<file path="src/rtl/mult8b_pkg.sv">
// Shared widths, operand/result types and handshake state encoding for the
// 8x8 unsigned array multiplier.
package mult8b_pkg;

  localparam int OP_W  = 8;
  localparam int RES_W = 16;

  typedef logic [OP_W-1:0]  op_t;
  typedef logic [RES_W-1:0] res_t;

  // Single state bit behind the registered completion flag.
  typedef enum logic {
    IDLE = 1'b0,
    DONE = 1'b1
  } state_t;

endpackage

</file>
<file path="src/rtl/full_adder.sv">
// One-bit full adder cell used for every carry-save and ripple position of
// the array multiplier; a half adder is this cell with cin tied to 0.
module full_adder (
  input  logic a,
  input  logic b,
  input  logic cin,
  output logic s,
  output logic cout
);

  logic half_sum;

  assign half_sum = a ^ b;
  assign s        = half_sum ^ cin;
  assign cout     = (a & b) | (cin & half_sum);

endmodule

</file>
<file path="src/rtl/multiplier_8b.sv">
// Unsigned 8x8 -> 16-bit combinational array multiplier with a registered
// one-cycle start/done handshake.
// Optional build macro MULT8B_ASSERT_EN adds simulation-only self checks
// (product correctness and done-low after reset release); the datapath and
// the done flop are identical either way.
module multiplier_8b
  import mult8b_pkg::*;
(
  input  logic             clk,
  input  logic             rst_n,
  input  logic             start,
  input  logic [OP_W-1:0]  A,
  input  logic [OP_W-1:0]  B,
  output logic             done,
  output logic [RES_W-1:0] result
);

  // Partial products: row i holds A gated by bit i of B (weight i+j for bit j).
  op_t pp [OP_W];

  for (genvar i = 0; i < OP_W; i++) begin : g_pp
    assign pp[i] = A & {OP_W{B[i]}};
  end

  // Carry-save array. Row 0 is the raw first partial product; each of the
  // following seven rows adds the next partial product to the previous
  // row's shifted sums and unshifted carries. sum[j] of row k has weight
  // k+j, carry[j] of row k has weight k+j+1, and sum[0] of each row is a
  // finished low product bit.
  for (genvar k = 0; k < OP_W; k++) begin : g_row
    op_t sum;
    op_t carry;

    if (k == 0) begin : g_first
      assign sum   = pp[0];
      assign carry = '0;
    end else begin : g_csa
      for (genvar j = 0; j < OP_W; j++) begin : g_cell
        logic b_in;

        // The leftmost cell of each row has no shifted sum feeding it.
        if (j < OP_W - 1) begin : g_mid
          assign b_in = g_row[k-1].sum[j+1];
        end else begin : g_edge
          assign b_in = 1'b0;
        end

        full_adder u_fa (
          .a   (pp[k][j]),
          .b   (b_in),
          .cin (g_row[k-1].carry[j]),
          .s   (sum[j]),
          .cout(carry[j])
        );
      end
    end

    assign result[k] = sum[0];
  end

  // Final ripple-carry row merges the last row's sums and carries into the
  // upper eight product bits. The top column only ever has two inputs, and
  // the full product always fits in 16 bits, so it can never carry out and
  // closes with a plain XOR.
  for (genvar j = 0; j < OP_W; j++) begin : g_rip
    logic cin;

    if (j == 0) begin : g_cin0
      assign cin = 1'b0;
    end else begin : g_cinn
      assign cin = g_rip[j-1].g_fa.co;
    end

    if (j < OP_W - 1) begin : g_fa
      logic co;

      full_adder u_fa (
        .a   (g_row[OP_W-1].sum[j+1]),
        .b   (g_row[OP_W-1].carry[j]),
        .cin (cin),
        .s   (result[OP_W+j]),
        .cout(co)
      );
    end else begin : g_top
      assign result[RES_W-1] = g_row[OP_W-1].carry[j] ^ cin;
    end
  end

  // Handshake state register: cleared asynchronously by reset.
  state_t state;
  state_t next_state;

  always_ff @(posedge clk or negedge rst_n) begin
    if (!rst_n) begin
      state <= IDLE;
    end else begin
      state <= next_state;
    end
  end

  // Next state simply follows the sampled start strobe.
  always_comb begin
    next_state = IDLE;
    if (start) begin
      next_state = DONE;
    end
  end

  assign done = (state == DONE);

`ifdef MULT8B_ASSERT_EN
  // Tracks whether at least one clocked edge has passed since reset release.
  logic out_of_reset;

  always_ff @(posedge clk or negedge rst_n) begin
    if (!rst_n) begin
      out_of_reset <= 1'b0;
    end else begin
      out_of_reset <= 1'b1;
    end
  end

  // Product must match a behavioural multiply whenever operands are known.
  always_comb begin
    if (!$isunknown({A, B})) begin
      assert (result == res_t'(res_t'(A) * res_t'(B)))
        else $error("multiplier_8b: result %h != %h * %h", result, A, B);
    end
  end

  // done must still be low in the first cycle after reset deassertion.
  always @(posedge clk) begin
    if (rst_n && !out_of_reset) begin
      assert (done == 1'b0)
        else $error("multiplier_8b: done high in first cycle after reset");
    end
  end
`endif

endmodule

</file>
<file path="config.mk">
export PLATFORM = sky130hd
export DESIGN_NAME = multiplier_8b
export DESIGN_NICKNAME = d
export VERILOG_FILES = /design/src/rtl/mult8b_pkg.sv /design/src/rtl/full_adder.sv /design/src/rtl/multiplier_8b.sv
export SDC_FILE = /design/constraint.sdc
export NUM_CORES = 1
export LEC_CHECK = 0
export ABC_AREA = 1
export CAP_MARGIN = 20
export CORE_UTILIZATION = 45
export DETAILED_ROUTE_END_ITERATION = 7
export PLACE_DENSITY = 0.71
export SYNTH_ARGS = -nofsm -noshare
export SYNTH_HDL_FRONTEND = slang
export SYNTH_SLANG_ARGS = --single-unit
</file>
<file path="constraint.sdc">
create_clock -name clk -period 13.55 [get_ports clk]
set_input_delay 2.71 -clock clk [delete_from_list [all_inputs] [get_ports clk]]
set_output_delay 2.71 -clock clk [all_outputs]
set_load 0.02 [all_outputs]
</file>
==> results of run 1 <==
cell type report:
type | count | area (sq um) | area share
multi-input cells | 120 | 1300 | 0.659
repair buffers | 35 | 350 | 0.178
well taps | 48 | 60.1 | 0.0304
inverters | 63 | 236 | 0.120
flip-flops and latches | 1 | 25.0 | 0.0127
layer usage:
metal	share of wire	vias to the layer above	GRT usage	routed length [microns]
met5	0	-	0	0
met3	0.042	0	0.00345	116
met1	0.42	591	0.183	1140
met2	0.54	24	0.304	1480
met4	0	0	0	0
li1	-	568	-	-
kinds of logic (layout without fill, tap and decap cells):
logic type,count (synthesis),after routing
buffers and inverters,94,98
adders and majority gates,56,56
DFF,1,1
and+or+nand+nor,64,64
worst min-delay path by stage:
stage / slack (ps) / cells past startpoint / to / startpoint
after global routing: 2870 / 1 / done / rst_n
after detailed placement: 2860 / 1 / done / rst_n
final: 2860 / 1 / done / rst_n
after CTS: 2860 / 1 / done / rst_n
after floorplan: 2410 / 0 / done / rst_n
after global placement: 2860 / 1 / done / rst_n
power groups by stage:
stage	combinational (mW)	clock, mW	sequential [mW]
after floorplan	0.256	0	0.00344
after global placement	0.302	0	0.00323
after detailed placement	0.308	0	0.00324
after CTS	0.310	0	0.00323
after global routing	0.339	0	0.00324
final	0.301	0	0.00323
through the flow:
step	worst slack, ps	power (mW)	instances
6_report	906	0.305	267
5_1_grt	566	0.342	267
3_3_place_gp	921	0.306	267
3_5_place_dp	885	0.312	267
2_1_floorplan	2040	0.259	215
4_1_cts	872	0.313	267
Yosys cell counts:
cell                      count  area, sq um
sky130_fd_sc_hd__buf_4       16          120
sky130_fd_sc_hd__inv_1       63          236
sky130_fd_sc_hd__dfrtp_1      1         25.0
sky130_fd_sc_hd__fa_1        48          961
sky130_fd_sc_hd__buf_6       15          169
sky130_fd_sc_hd__ha_1         8          100
sky130_fd_sc_hd__nand2_1     64          240
==> impl_metrics.xml, run 1 <==
<?xml version="1.0" encoding="UTF-8"?>
<metrics>
  <group name="cells_and_area">
    <metric name="n_fill_cell" unit="">374</metric>
    <metric name="commonest_cells_after_routing_fill_and_taps_aside" unit="">sky130_fd_sc_hd__nand2_1, sky130_fd_sc_hd__inv_1, sky130_fd_sc_hd__fa_1, sky130_fd_sc_hd__clkdlybuf4s50_1, sky130_fd_sc_hd__ha_1</metric>
    <metric name="final_core_util" unit="">0.519</metric>
    <metric name="largest_register_ffs" unit="">1</metric>
    <metric name="post_route_cells_drive_above_1_share" unit="">0</metric>
    <metric name="syn2layout_area_growth" unit="%">6.55</metric>
    <metric name="nets" unit="">296</metric>
    <metric name="num_antenna_cells" unit="">0</metric>
    <metric name="layout.cells.most_common" unit="">sky130_fd_sc_hd__nand2_1</metric>
    <metric name="finish.instance_area" unit="sq um">1970</metric>
  </group>
  <group name="placed_design">
    <metric name="buffer_ports.inserted" unit="">35</metric>
    <metric name="placement.cell_area" unit="sq um">1970</metric>
    <metric name="finalWeightedCongestion" unit="">0.753</metric>
    <metric name="dp_hpwl" unit="mm">2.47</metric>
  </group>
  <group name="power">
    <metric name="switching_share" unit="">0.516</metric>
    <metric name="total_leakage_power" unit="nW">1.10</metric>
    <metric name="p_clk_frac" unit="">0</metric>
    <metric name="power.switching" unit="mW">0.157</metric>
    <metric name="power_density" unit="nW/um^2">154</metric>
    <metric name="power_frac_seq" unit="">0.011</metric>
    <metric name="comb_power_share" unit="">0.989</metric>
    <metric name="power.ir.vdd_worst" unit="V">0.000146</metric>
    <metric name="p_int" unit="mW">0.147</metric>
  </group>
  <group name="sta">
    <metric name="fin_crit_sh" unit="">0.933</metric>
    <metric name="timing.setup.tns" unit="ps">0</metric>
    <metric name="grt_setup_unrepaired" unit="">false</metric>
    <metric name="setup_violations" unit="">0</metric>
    <metric name="fmaxAchievable" unit="GHz">0.0791</metric>
    <metric name="tightestPinTransition" unit="ps">339</metric>
    <metric name="layout_min_cycle_time" unit="ps">12640</metric>
    <metric name="fin_worst_hold_slack" unit="ps">2860</metric>
    <metric name="timing.final.max_slew_violations" unit="">0</metric>
    <metric name="relSlewSlack" unit="">0.773</metric>
    <metric name="timing.final.hold_violations" unit="">0</metric>
  </group>
  <group name="clock_tree">
    <metric name="cts_hold_buffers" unit="">0</metric>
    <metric name="clkSlewWorstSetupHoldPaths" unit="ps">0</metric>
    <metric name="post_cts_resized" unit="">0</metric>
    <metric name="cts_setup_buffers" unit="">0</metric>
  </group>
  <group name="global_route">
    <metric name="antenna_found_initial" unit="">0</metric>
    <metric name="track_usage" unit="">0.149</metric>
    <metric name="grt_start_max_net_pins" unit="">9</metric>
    <metric name="grt_total_ovfl" unit="">0</metric>
    <metric name="grt_first_pass_wirelength" unit="mm">5.18</metric>
    <metric name="vias_in_the_first_global_route" unit="">1297</metric>
  </group>
  <group name="critical_path">
    <metric name="critPathRequiredTime" unit="ps">10840</metric>
    <metric name="cells_traversed_along_the_worst_timing_path" unit="">clkdlybuf4s50_1 -&gt; nand2_1 -&gt; inv_1 -&gt; ha_1 -&gt; inv_1 -&gt; fa_1 -&gt; fa_1 -&gt; fa_1 -&gt; fa_1 -&gt; fa_1 -&gt; inv_1 -&gt; fa_1 -&gt; ha_1 -&gt; fa_1 -&gt; fa_1 -&gt; fa_1 -&gt; fa_1 -&gt; fa_1 -&gt; fa_1 -&gt; clkdlybuf4s50_1</metric>
    <metric name="critical-path-top-delay-family" unit="">adder cells</metric>
    <metric name="crit_path_max_incr_delay" unit="ps">650</metric>
    <metric name="crit_path_start" unit="">B[0]</metric>
    <metric name="worst-path-stages" unit="">20</metric>
    <metric name="crit_path_start_kind" unit="">input pin</metric>
    <metric name="cp.arrival" unit="ps">9930</metric>
    <metric name="worstPathMaxFanout" unit="">8</metric>
    <metric name="crit_buf_inv" unit="">5</metric>
    <metric name="cp-end-kind" unit="">output port</metric>
    <metric name="worst-setup-path-type" unit="">in -&gt; out</metric>
    <metric name="cp_common_cell" unit="">sky130_fd_sc_hd__fa_1</metric>
    <metric name="setup.worst_path.end" unit="">result[14]</metric>
    <metric name="critical_path.slowest_cell" unit="">sky130_fd_sc_hd__clkdlybuf4s50_1</metric>
  </group>
  <group name="floorplan">
    <metric name="placementRows" unit="">22</metric>
    <metric name="die_w" unit="microns">66.2</metric>
    <metric name="io_pins" unit="">36</metric>
    <metric name="core" unit="sq um">3800</metric>
    <metric name="initial_utilization" unit="">0.487</metric>
    <metric name="die_area" unit="sq um">4380</metric>
    <metric name="chipHeight" unit="microns">66.2</metric>
  </group>
  <group name="yosys">
    <metric name="synth_xor_area_frac" unit="">0</metric>
    <metric name="postSynthRegisterBits" unit="">1</metric>
    <metric name="largest_family_of_logic_cells_by_synthesized_area" unit="">adder cells</metric>
    <metric name="yosysUniqueCellTypes" unit="">7</metric>
    <metric name="seq_area_frac_synth" unit="">0.0135</metric>
    <metric name="synth.mux.area_fraction" unit="">0</metric>
    <metric name="synth_compound_area_frac" unit="">0</metric>
    <metric name="netlist_area" unit="sq um">1850</metric>
    <metric name="yosys_warnings" unit="">0</metric>
    <metric name="post_synth_fa_ha_maj_area_fraction" unit="">0.573</metric>
    <metric name="netlist_instances" unit="">215</metric>
    <metric name="synth_area_per_inst" unit="sq um">8.61</metric>
    <metric name="mappedNetlistNets" unit="">290</metric>
    <metric name="synth_simple_gate_area_frac" unit="">0.130</metric>
  </group>
  <group name="routing">
    <metric name="post-route-drc-count" unit="">0</metric>
    <metric name="route.final.wire_length" unit="mm">2.74</metric>
    <metric name="dr.pass1.iters" unit="">4</metric>
    <metric name="drt_first_iter_violations" unit="">19</metric>
    <metric name="ant_nets" unit="">0</metric>
    <metric name="wl_per_cell" unit="microns">10.3</metric>
    <metric name="via_per_inst" unit="">4.43</metric>
    <metric name="via_count" unit="">1183</metric>
  </group>
  <group name="job">
    <metric name="max_cap_viol_count" unit="">0</metric>
  </group>
  <group name="worst_hold_path">
    <metric name="hold_path_class" unit="">in -&gt; async</metric>
  </group>
  <group name="outcome">
    <metric name="status" unit="">completed</metric>
  </group>
</metrics>
Note: power is estimated with default switching activity, not from simulation.
==> run 2, diff against run 1 <==
--- a/config.mk
+++ b/config.mk
@@ -7,9 +7,10 @@
 export LEC_CHECK = 0
 export ABC_AREA = 1
 export CAP_MARGIN = 20
-export CORE_UTILIZATION = 45
+export CORE_UTILIZATION = 50
+export CTS_CLUSTER_SIZE = 40
 export DETAILED_ROUTE_END_ITERATION = 7
-export PLACE_DENSITY = 0.71
+export PLACE_DENSITY = 0.77
 export SYNTH_ARGS = -nofsm -noshare
 export SYNTH_HDL_FRONTEND = slang
 export SYNTH_SLANG_ARGS = --single-unit
==> run 2 against run 1 <==
  * Cell count decreased by 0.75%
  * Design area decreased by 0.13%
  * Utilization increased by 5.3 points
  * Flip-flop and latch count unchanged
  * Critical endpoint unchanged
==> impl_metrics.xml, run 2 (synthesis gave the netlist of run 1 again) <==
<?xml version="1.0" encoding="UTF-8"?>
<metrics>
  <group name="cells_and_area">
    <metric name="layout.cells.most_common" unit="">sky130_fd_sc_hd__nand2_1</metric>
    <metric name="syn2layout_area_growth" unit="%">6.42</metric>
    <metric name="finish.instance_area" unit="sq um">1970</metric>
    <metric name="post_route_cells_drive_above_1_share" unit="">0</metric>
    <metric name="n_fill_cell" unit="">335</metric>
    <metric name="commonest_cells_after_routing_fill_and_taps_aside" unit="">sky130_fd_sc_hd__nand2_1, sky130_fd_sc_hd__inv_1, sky130_fd_sc_hd__fa_1, sky130_fd_sc_hd__clkdlybuf4s50_1, sky130_fd_sc_hd__ha_1</metric>
    <metric name="num_antenna_cells" unit="">0</metric>
    <metric name="largest_register_ffs" unit="">1</metric>
    <metric name="nets" unit="">296</metric>
  </group>
  <group name="clock_tree">
    <metric name="cts_setup_buffers" unit="">0</metric>
    <metric name="post_cts_resized" unit="">0</metric>
    <metric name="clkSlewWorstSetupHoldPaths" unit="ps">0</metric>
    <metric name="cts_hold_buffers" unit="">0</metric>
  </group>
  <group name="routing">
    <metric name="via_count" unit="">1207</metric>
    <metric name="route.final.wire_length" unit="mm">2.59</metric>
    <metric name="ant_nets" unit="">0</metric>
    <metric name="post-route-drc-count" unit="">0</metric>
    <metric name="via_per_inst" unit="">4.55</metric>
    <metric name="drt_first_iter_violations" unit="">15</metric>
    <metric name="dr.pass1.iters" unit="">4</metric>
    <metric name="wl_per_cell" unit="microns">9.77</metric>
  </group>
  <group name="job">
    <metric name="max_cap_viol_count" unit="">0</metric>
  </group>
  <group name="global_route">
    <metric name="grt_start_max_net_pins" unit="">9</metric>
    <metric name="met2_usage" unit="">0.337</metric>
    <metric name="antenna_found_initial" unit="">0</metric>
    <metric name="grt_first_pass_wirelength" unit="mm">5.13</metric>
    <metric name="vias_in_the_first_global_route" unit="">1279</metric>
    <metric name="global_routing_met3_resource_utilization" unit="">0.00365</metric>
    <metric name="grt_total_ovfl" unit="">0</metric>
    <metric name="grt_util_met1" unit="">0.181</metric>
    <metric name="track_usage" unit="">0.158</metric>
    <metric name="grt_busiest_layer" unit="">met2</metric>
  </group>
  <group name="critical_path">
    <metric name="critical_path.slowest_cell" unit="">sky130_fd_sc_hd__clkdlybuf4s50_1</metric>
    <metric name="worstPathMaxFanout" unit="">8</metric>
    <metric name="crit_path_start" unit="">B[0]</metric>
    <metric name="worst-setup-path-type" unit="">in -&gt; out</metric>
    <metric name="crit_path_start_kind" unit="">input pin</metric>
    <metric name="cp.arrival" unit="ps">9940</metric>
    <metric name="crit_path_max_incr_delay" unit="ps">620</metric>
    <metric name="crit_buf_inv" unit="">5</metric>
    <metric name="cells_traversed_along_the_worst_timing_path" unit="">clkdlybuf4s50_1 -&gt; nand2_1 -&gt; inv_1 -&gt; ha_1 -&gt; inv_1 -&gt; fa_1 -&gt; fa_1 -&gt; fa_1 -&gt; fa_1 -&gt; fa_1 -&gt; inv_1 -&gt; fa_1 -&gt; ha_1 -&gt; fa_1 -&gt; fa_1 -&gt; fa_1 -&gt; fa_1 -&gt; fa_1 -&gt; fa_1 -&gt; clkdlybuf4s50_1</metric>
    <metric name="cp-end-kind" unit="">output port</metric>
    <metric name="critical-path-top-delay-family" unit="">adder cells</metric>
    <metric name="critPathRequiredTime" unit="ps">10840</metric>
    <metric name="cp_common_cell" unit="">sky130_fd_sc_hd__fa_1</metric>
  </group>
  <group name="worst_hold_path">
    <metric name="hold_path_class" unit="">in -&gt; async</metric>
  </group>
  <group name="power">
    <metric name="power_density" unit="nW/um^2">154</metric>
    <metric name="power.ir.vdd_worst" unit="V">0.000120</metric>
    <metric name="total_leakage_power" unit="nW">1.10</metric>
  </group>
  <group name="placed_design">
    <metric name="placement.cell_area" unit="sq um">1970</metric>
    <metric name="finalWeightedCongestion" unit="">0.759</metric>
    <metric name="buffer_ports.inserted" unit="">35</metric>
    <metric name="dp_hpwl" unit="mm">2.49</metric>
  </group>
  <group name="sta">
    <metric name="fin_crit_sh" unit="">0.933</metric>
    <metric name="timing.final.hold_violations" unit="">0</metric>
    <metric name="setup_violations" unit="">0</metric>
    <metric name="timing.final.max_slew_violations" unit="">0</metric>
    <metric name="layout_min_cycle_time" unit="ps">12650</metric>
    <metric name="fmaxAchievable" unit="GHz">0.0791</metric>
    <metric name="grt_setup_unrepaired" unit="">false</metric>
    <metric name="tightestPinTransition" unit="ps">318</metric>
    <metric name="relSlewSlack" unit="">0.787</metric>
    <metric name="timing.setup.tns" unit="ps">0</metric>
  </group>
  <group name="floorplan">
    <metric name="initial_utilization" unit="">0.538</metric>
    <metric name="chipHeight" unit="microns">62.9</metric>
    <metric name="die_area" unit="sq um">3950</metric>
    <metric name="core" unit="sq um">3440</metric>
    <metric name="placementRows" unit="">21</metric>
    <metric name="die_w" unit="microns">62.9</metric>
    <metric name="io_pins" unit="">36</metric>
  </group>
  <group name="outcome">
    <metric name="status" unit="">completed</metric>
  </group>
</metrics>
## run 2: cell counts in the layout (fill, tap and decap cells not counted)
Identical to the previous run, type by type.
## run 2: path summary, 6_finish.rpt
path | endpoint | slack [ps] | cells past startpoint
worst max-delay path | result[14] | 900 | 20
worst min-delay path | done | 2860 | 1
max in group asynchronous | done | 10590 | 1
min in group clk | done | 3160 | 1
## run 2: metal layers
metal	routed length (microns)	up-vias	part of all wire
met1	997	608	0.39
met2	1520	31	0.59
li1	-	568	-
met5	0	-	0
met3	72	0	0.028
met4	0	0	0
## run 2: where the power goes
group / internal, mW / switching [mW] / total, mW
sequential: 0.00319 / 0.0000418 / 0.00323
combinational: 0.144 / 0.155 / 0.300
clock: 0 / 0 / 0
total: 0.148 / 0.155 / 0.303
## run 2: final cells by class
class | instances | area [sq um] | share of cell area
Inverter | 63 | 236 | 0.120
Timing Repair Buffer | 35 | 350 | 0.178
Multi-Input combinational cell | 120 | 1300 | 0.660
Sequential cell | 1 | 25.0 | 0.0127
Tap cell | 46 | 57.6 | 0.0292
## run 2: per-stage QoR
stage	setup slack (ps)	utilization	total power [mW]	hold WS, ps	std cells
global route	596	0.573	0.346	2860	265
detailed placement	860	0.573	0.311	2860	265
global placement	951	0.573	0.304	2860	265
finish	905	0.573	0.303	2860	265
CTS	837	0.573	0.312	2860	265
floorplan	2040	-	0.259	2410	215
==> run 3, diff against run 2 <==
--- a/config.mk
+++ b/config.mk
@@ -7,6 +7,7 @@
 export LEC_CHECK = 0
 export ABC_AREA = 1
 export CAP_MARGIN = 20
+export CORE_MARGIN = 3
 export CORE_UTILIZATION = 50
 export CTS_CLUSTER_SIZE = 40
 export DETAILED_ROUTE_END_ITERATION = 7
@@ -14,3 +15,4 @@
 export SYNTH_ARGS = -nofsm -noshare
 export SYNTH_HDL_FRONTEND = slang
 export SYNTH_SLANG_ARGS = --single-unit
+export TNS_END_PERCENT = 20
==> constraint.sdc (replaced) <==
create_clock -name clk -period 13.7 [get_ports clk]
set_input_delay 2.74 -clock clk [delete_from_list [all_inputs] [get_ports clk]]
set_output_delay 2.74 -clock clk [all_outputs]
set_load 0.02 [all_outputs]
==> run 3 against run 2 <==
  * Power down 1.1%
  * Cell count unchanged
  * Global-route usage down 1.5 points
  * Design area unchanged
  * Sequential power about the same
  * Combinational power down 1%
  * Via count down 0.66%
  * Routed wire length up 2.9%
  * Flip-flop and latch count unchanged
  * Die area up 13%
  * Utilization unchanged
==> impl_metrics.xml, run 3 (synthesis gave the netlist of run 1 again) <==
<?xml version="1.0" encoding="UTF-8"?>
<metrics>
  <group name="critical_path">
    <metric name="worstPathMaxFanout" unit="">8</metric>
    <metric name="crit_path_start_kind" unit="">input pin</metric>
    <metric name="worst-setup-path-type" unit="">in -&gt; out</metric>
    <metric name="critPathRequiredTime" unit="ps">10960</metric>
    <metric name="cp-end-kind" unit="">output port</metric>
    <metric name="cp.arrival" unit="ps">9950</metric>
  </group>
  <group name="floorplan">
    <metric name="placementRows" unit="">21</metric>
    <metric name="die_area" unit="sq um">4470</metric>
    <metric name="core" unit="sq um">3440</metric>
    <metric name="die_w" unit="microns">66.9</metric>
    <metric name="chipHeight" unit="microns">66.9</metric>
    <metric name="io_pins" unit="">36</metric>
    <metric name="initial_utilization" unit="">0.538</metric>
  </group>
  <group name="clock_tree">
    <metric name="cts_setup_buffers" unit="">0</metric>
    <metric name="cts_hold_buffers" unit="">0</metric>
    <metric name="clkSlewWorstSetupHoldPaths" unit="ps">0</metric>
    <metric name="post_cts_resized" unit="">0</metric>
  </group>
  <group name="global_route">
    <metric name="grt_total_ovfl" unit="">0</metric>
    <metric name="vias_in_the_first_global_route" unit="">1344</metric>
    <metric name="grt_start_max_net_pins" unit="">9</metric>
    <metric name="grt_first_pass_wirelength" unit="mm">5.18</metric>
    <metric name="track_usage" unit="">0.144</metric>
    <metric name="antenna_found_initial" unit="">0</metric>
  </group>
  <group name="placed_design">
    <metric name="placement.cell_area" unit="sq um">1970</metric>
    <metric name="buffer_ports.inserted" unit="">35</metric>
    <metric name="dp_hpwl" unit="mm">2.50</metric>
    <metric name="finalWeightedCongestion" unit="">0.767</metric>
    <metric name="numPlacedInstances" unit="">265</metric>
  </group>
  <group name="sta">
    <metric name="timing.setup.tns" unit="ps">0</metric>
    <metric name="fin_worst_hold_slack" unit="ps">2890</metric>
    <metric name="fin_crit_sh" unit="">0.926</metric>
    <metric name="setup_violations" unit="">0</metric>
    <metric name="fmaxAchievable" unit="GHz">0.0788</metric>
    <metric name="grt_setup_unrepaired" unit="">false</metric>
    <metric name="timing.final.max_slew_violations" unit="">0</metric>
    <metric name="layout_min_cycle_time" unit="ps">12690</metric>
    <metric name="relSlewSlack" unit="">0.796</metric>
    <metric name="tightestPinTransition" unit="ps">305</metric>
    <metric name="timing.final.hold_violations" unit="">0</metric>
  </group>
  <group name="cells_and_area">
    <metric name="seq_area" unit="sq um">25.0</metric>
    <metric name="finish.instance_area" unit="sq um">1970</metric>
    <metric name="syn2layout_area_growth" unit="%">6.42</metric>
    <metric name="layout.cells.most_common" unit="">sky130_fd_sc_hd__nand2_1</metric>
    <metric name="post_route_cells_drive_above_1_share" unit="">0</metric>
    <metric name="largest_register_ffs" unit="">1</metric>
    <metric name="n_fill_cell" unit="">322</metric>
    <metric name="multiInputGateArea" unit="sq um">1300</metric>
    <metric name="num_antenna_cells" unit="">0</metric>
    <metric name="commonest_cells_after_routing_fill_and_taps_aside" unit="">sky130_fd_sc_hd__nand2_1, sky130_fd_sc_hd__inv_1, sky130_fd_sc_hd__fa_1, sky130_fd_sc_hd__clkdlybuf4s50_1, sky130_fd_sc_hd__ha_1</metric>
    <metric name="nets" unit="">296</metric>
    <metric name="layout.cells.non_filler" unit="">265</metric>
  </group>
  <group name="power">
    <metric name="power_density" unit="nW/um^2">152</metric>
    <metric name="power.ir.vdd_worst" unit="V">0.000134</metric>
    <metric name="total_leakage_power" unit="nW">1.10</metric>
  </group>
  <group name="routing">
    <metric name="via_per_inst" unit="">4.52</metric>
    <metric name="drt_first_iter_violations" unit="">13</metric>
    <metric name="wl_per_cell" unit="microns">10.0</metric>
    <metric name="via_count" unit="">1199</metric>
    <metric name="ant_nets" unit="">0</metric>
    <metric name="route.final.wire_length" unit="mm">2.66</metric>
    <metric name="dr.pass1.iters" unit="">4</metric>
    <metric name="post-route-drc-count" unit="">0</metric>
  </group>
  <group name="worst_hold_path">
    <metric name="hold_path_class" unit="">in -&gt; async</metric>
  </group>
  <group name="job">
    <metric name="max_cap_viol_count" unit="">0</metric>
  </group>
  <group name="outcome">
    <metric name="status" unit="">completed</metric>
  </group>
</metrics>
[run 3: final cells by class]
| cell class | count | share of cell area |
|---|---|---|
| inverters | 63 | 0.120 |
| multi-input cells | 120 | 0.660 |
| well taps | 46 | 0.0292 |
| repair buffers | 35 | 0.178 |
| flip-flops and latches | 1 | 0.0127 |
[run 3: worst max-delay path, stage by stage]
cell                              delay, ps
sky130_fd_sc_hd__clkdlybuf4s50_1        630
sky130_fd_sc_hd__nand2_1                 90
sky130_fd_sc_hd__inv_1                   70
sky130_fd_sc_hd__ha_1                   230
sky130_fd_sc_hd__inv_1                   80
sky130_fd_sc_hd__fa_1                   440
sky130_fd_sc_hd__fa_1                   500
sky130_fd_sc_hd__fa_1                   560
sky130_fd_sc_hd__fa_1                   440
sky130_fd_sc_hd__fa_1                   520
sky130_fd_sc_hd__inv_1                   60
sky130_fd_sc_hd__fa_1                   390
sky130_fd_sc_hd__ha_1                   220
sky130_fd_sc_hd__fa_1                   370
sky130_fd_sc_hd__fa_1                   380
sky130_fd_sc_hd__fa_1                   390
sky130_fd_sc_hd__fa_1                   390
sky130_fd_sc_hd__fa_1                   380
sky130_fd_sc_hd__fa_1                   480
sky130_fd_sc_hd__clkdlybuf4s50_1        590
[run 3: worst paths after layout]
kind,start,to,slack [ps],depth (start not counted)
setup / recovery,B[0],result[14],1010,20
max in group asynchronous,rst_n,done,10710,1
hold / removal,rst_n,done,2890,1
min in group clk,start,done,3190,1
[run 3: per-stage QoR]
| stage | utilization | setup WS [ps] | total power [mW] |
|---|---|---|---|
| 4_1_cts | 0.573 | 962 | 0.308 |
| 3_3_place_gp | 0.573 | 1040 | 0.301 |
| 6_report | 0.573 | 1010 | 0.299 |
| 5_1_grt | 0.573 | 717 | 0.342 |
| 2_1_floorplan | - | 2130 | 0.256 |
| 3_5_place_dp | 0.573 | 965 | 0.308 |
[run 3: power by group]
group	leakage [nW]	internal, mW	switching, mW
registers	0.0117	0.00316	0.0000413
logic	1.09	0.142	0.154
clock network	0	0	0
[run 3: routing by layer]
metal	track usage	wire, microns	up-vias	share of wire
met5	0	0	-	0
met4	0.00506	0	0	0
met3	0.00675	91	0	0.034
met2	0.296	1540	19	0.58
met1	0.169	1040	612	0.39
li1	-	-	568	-
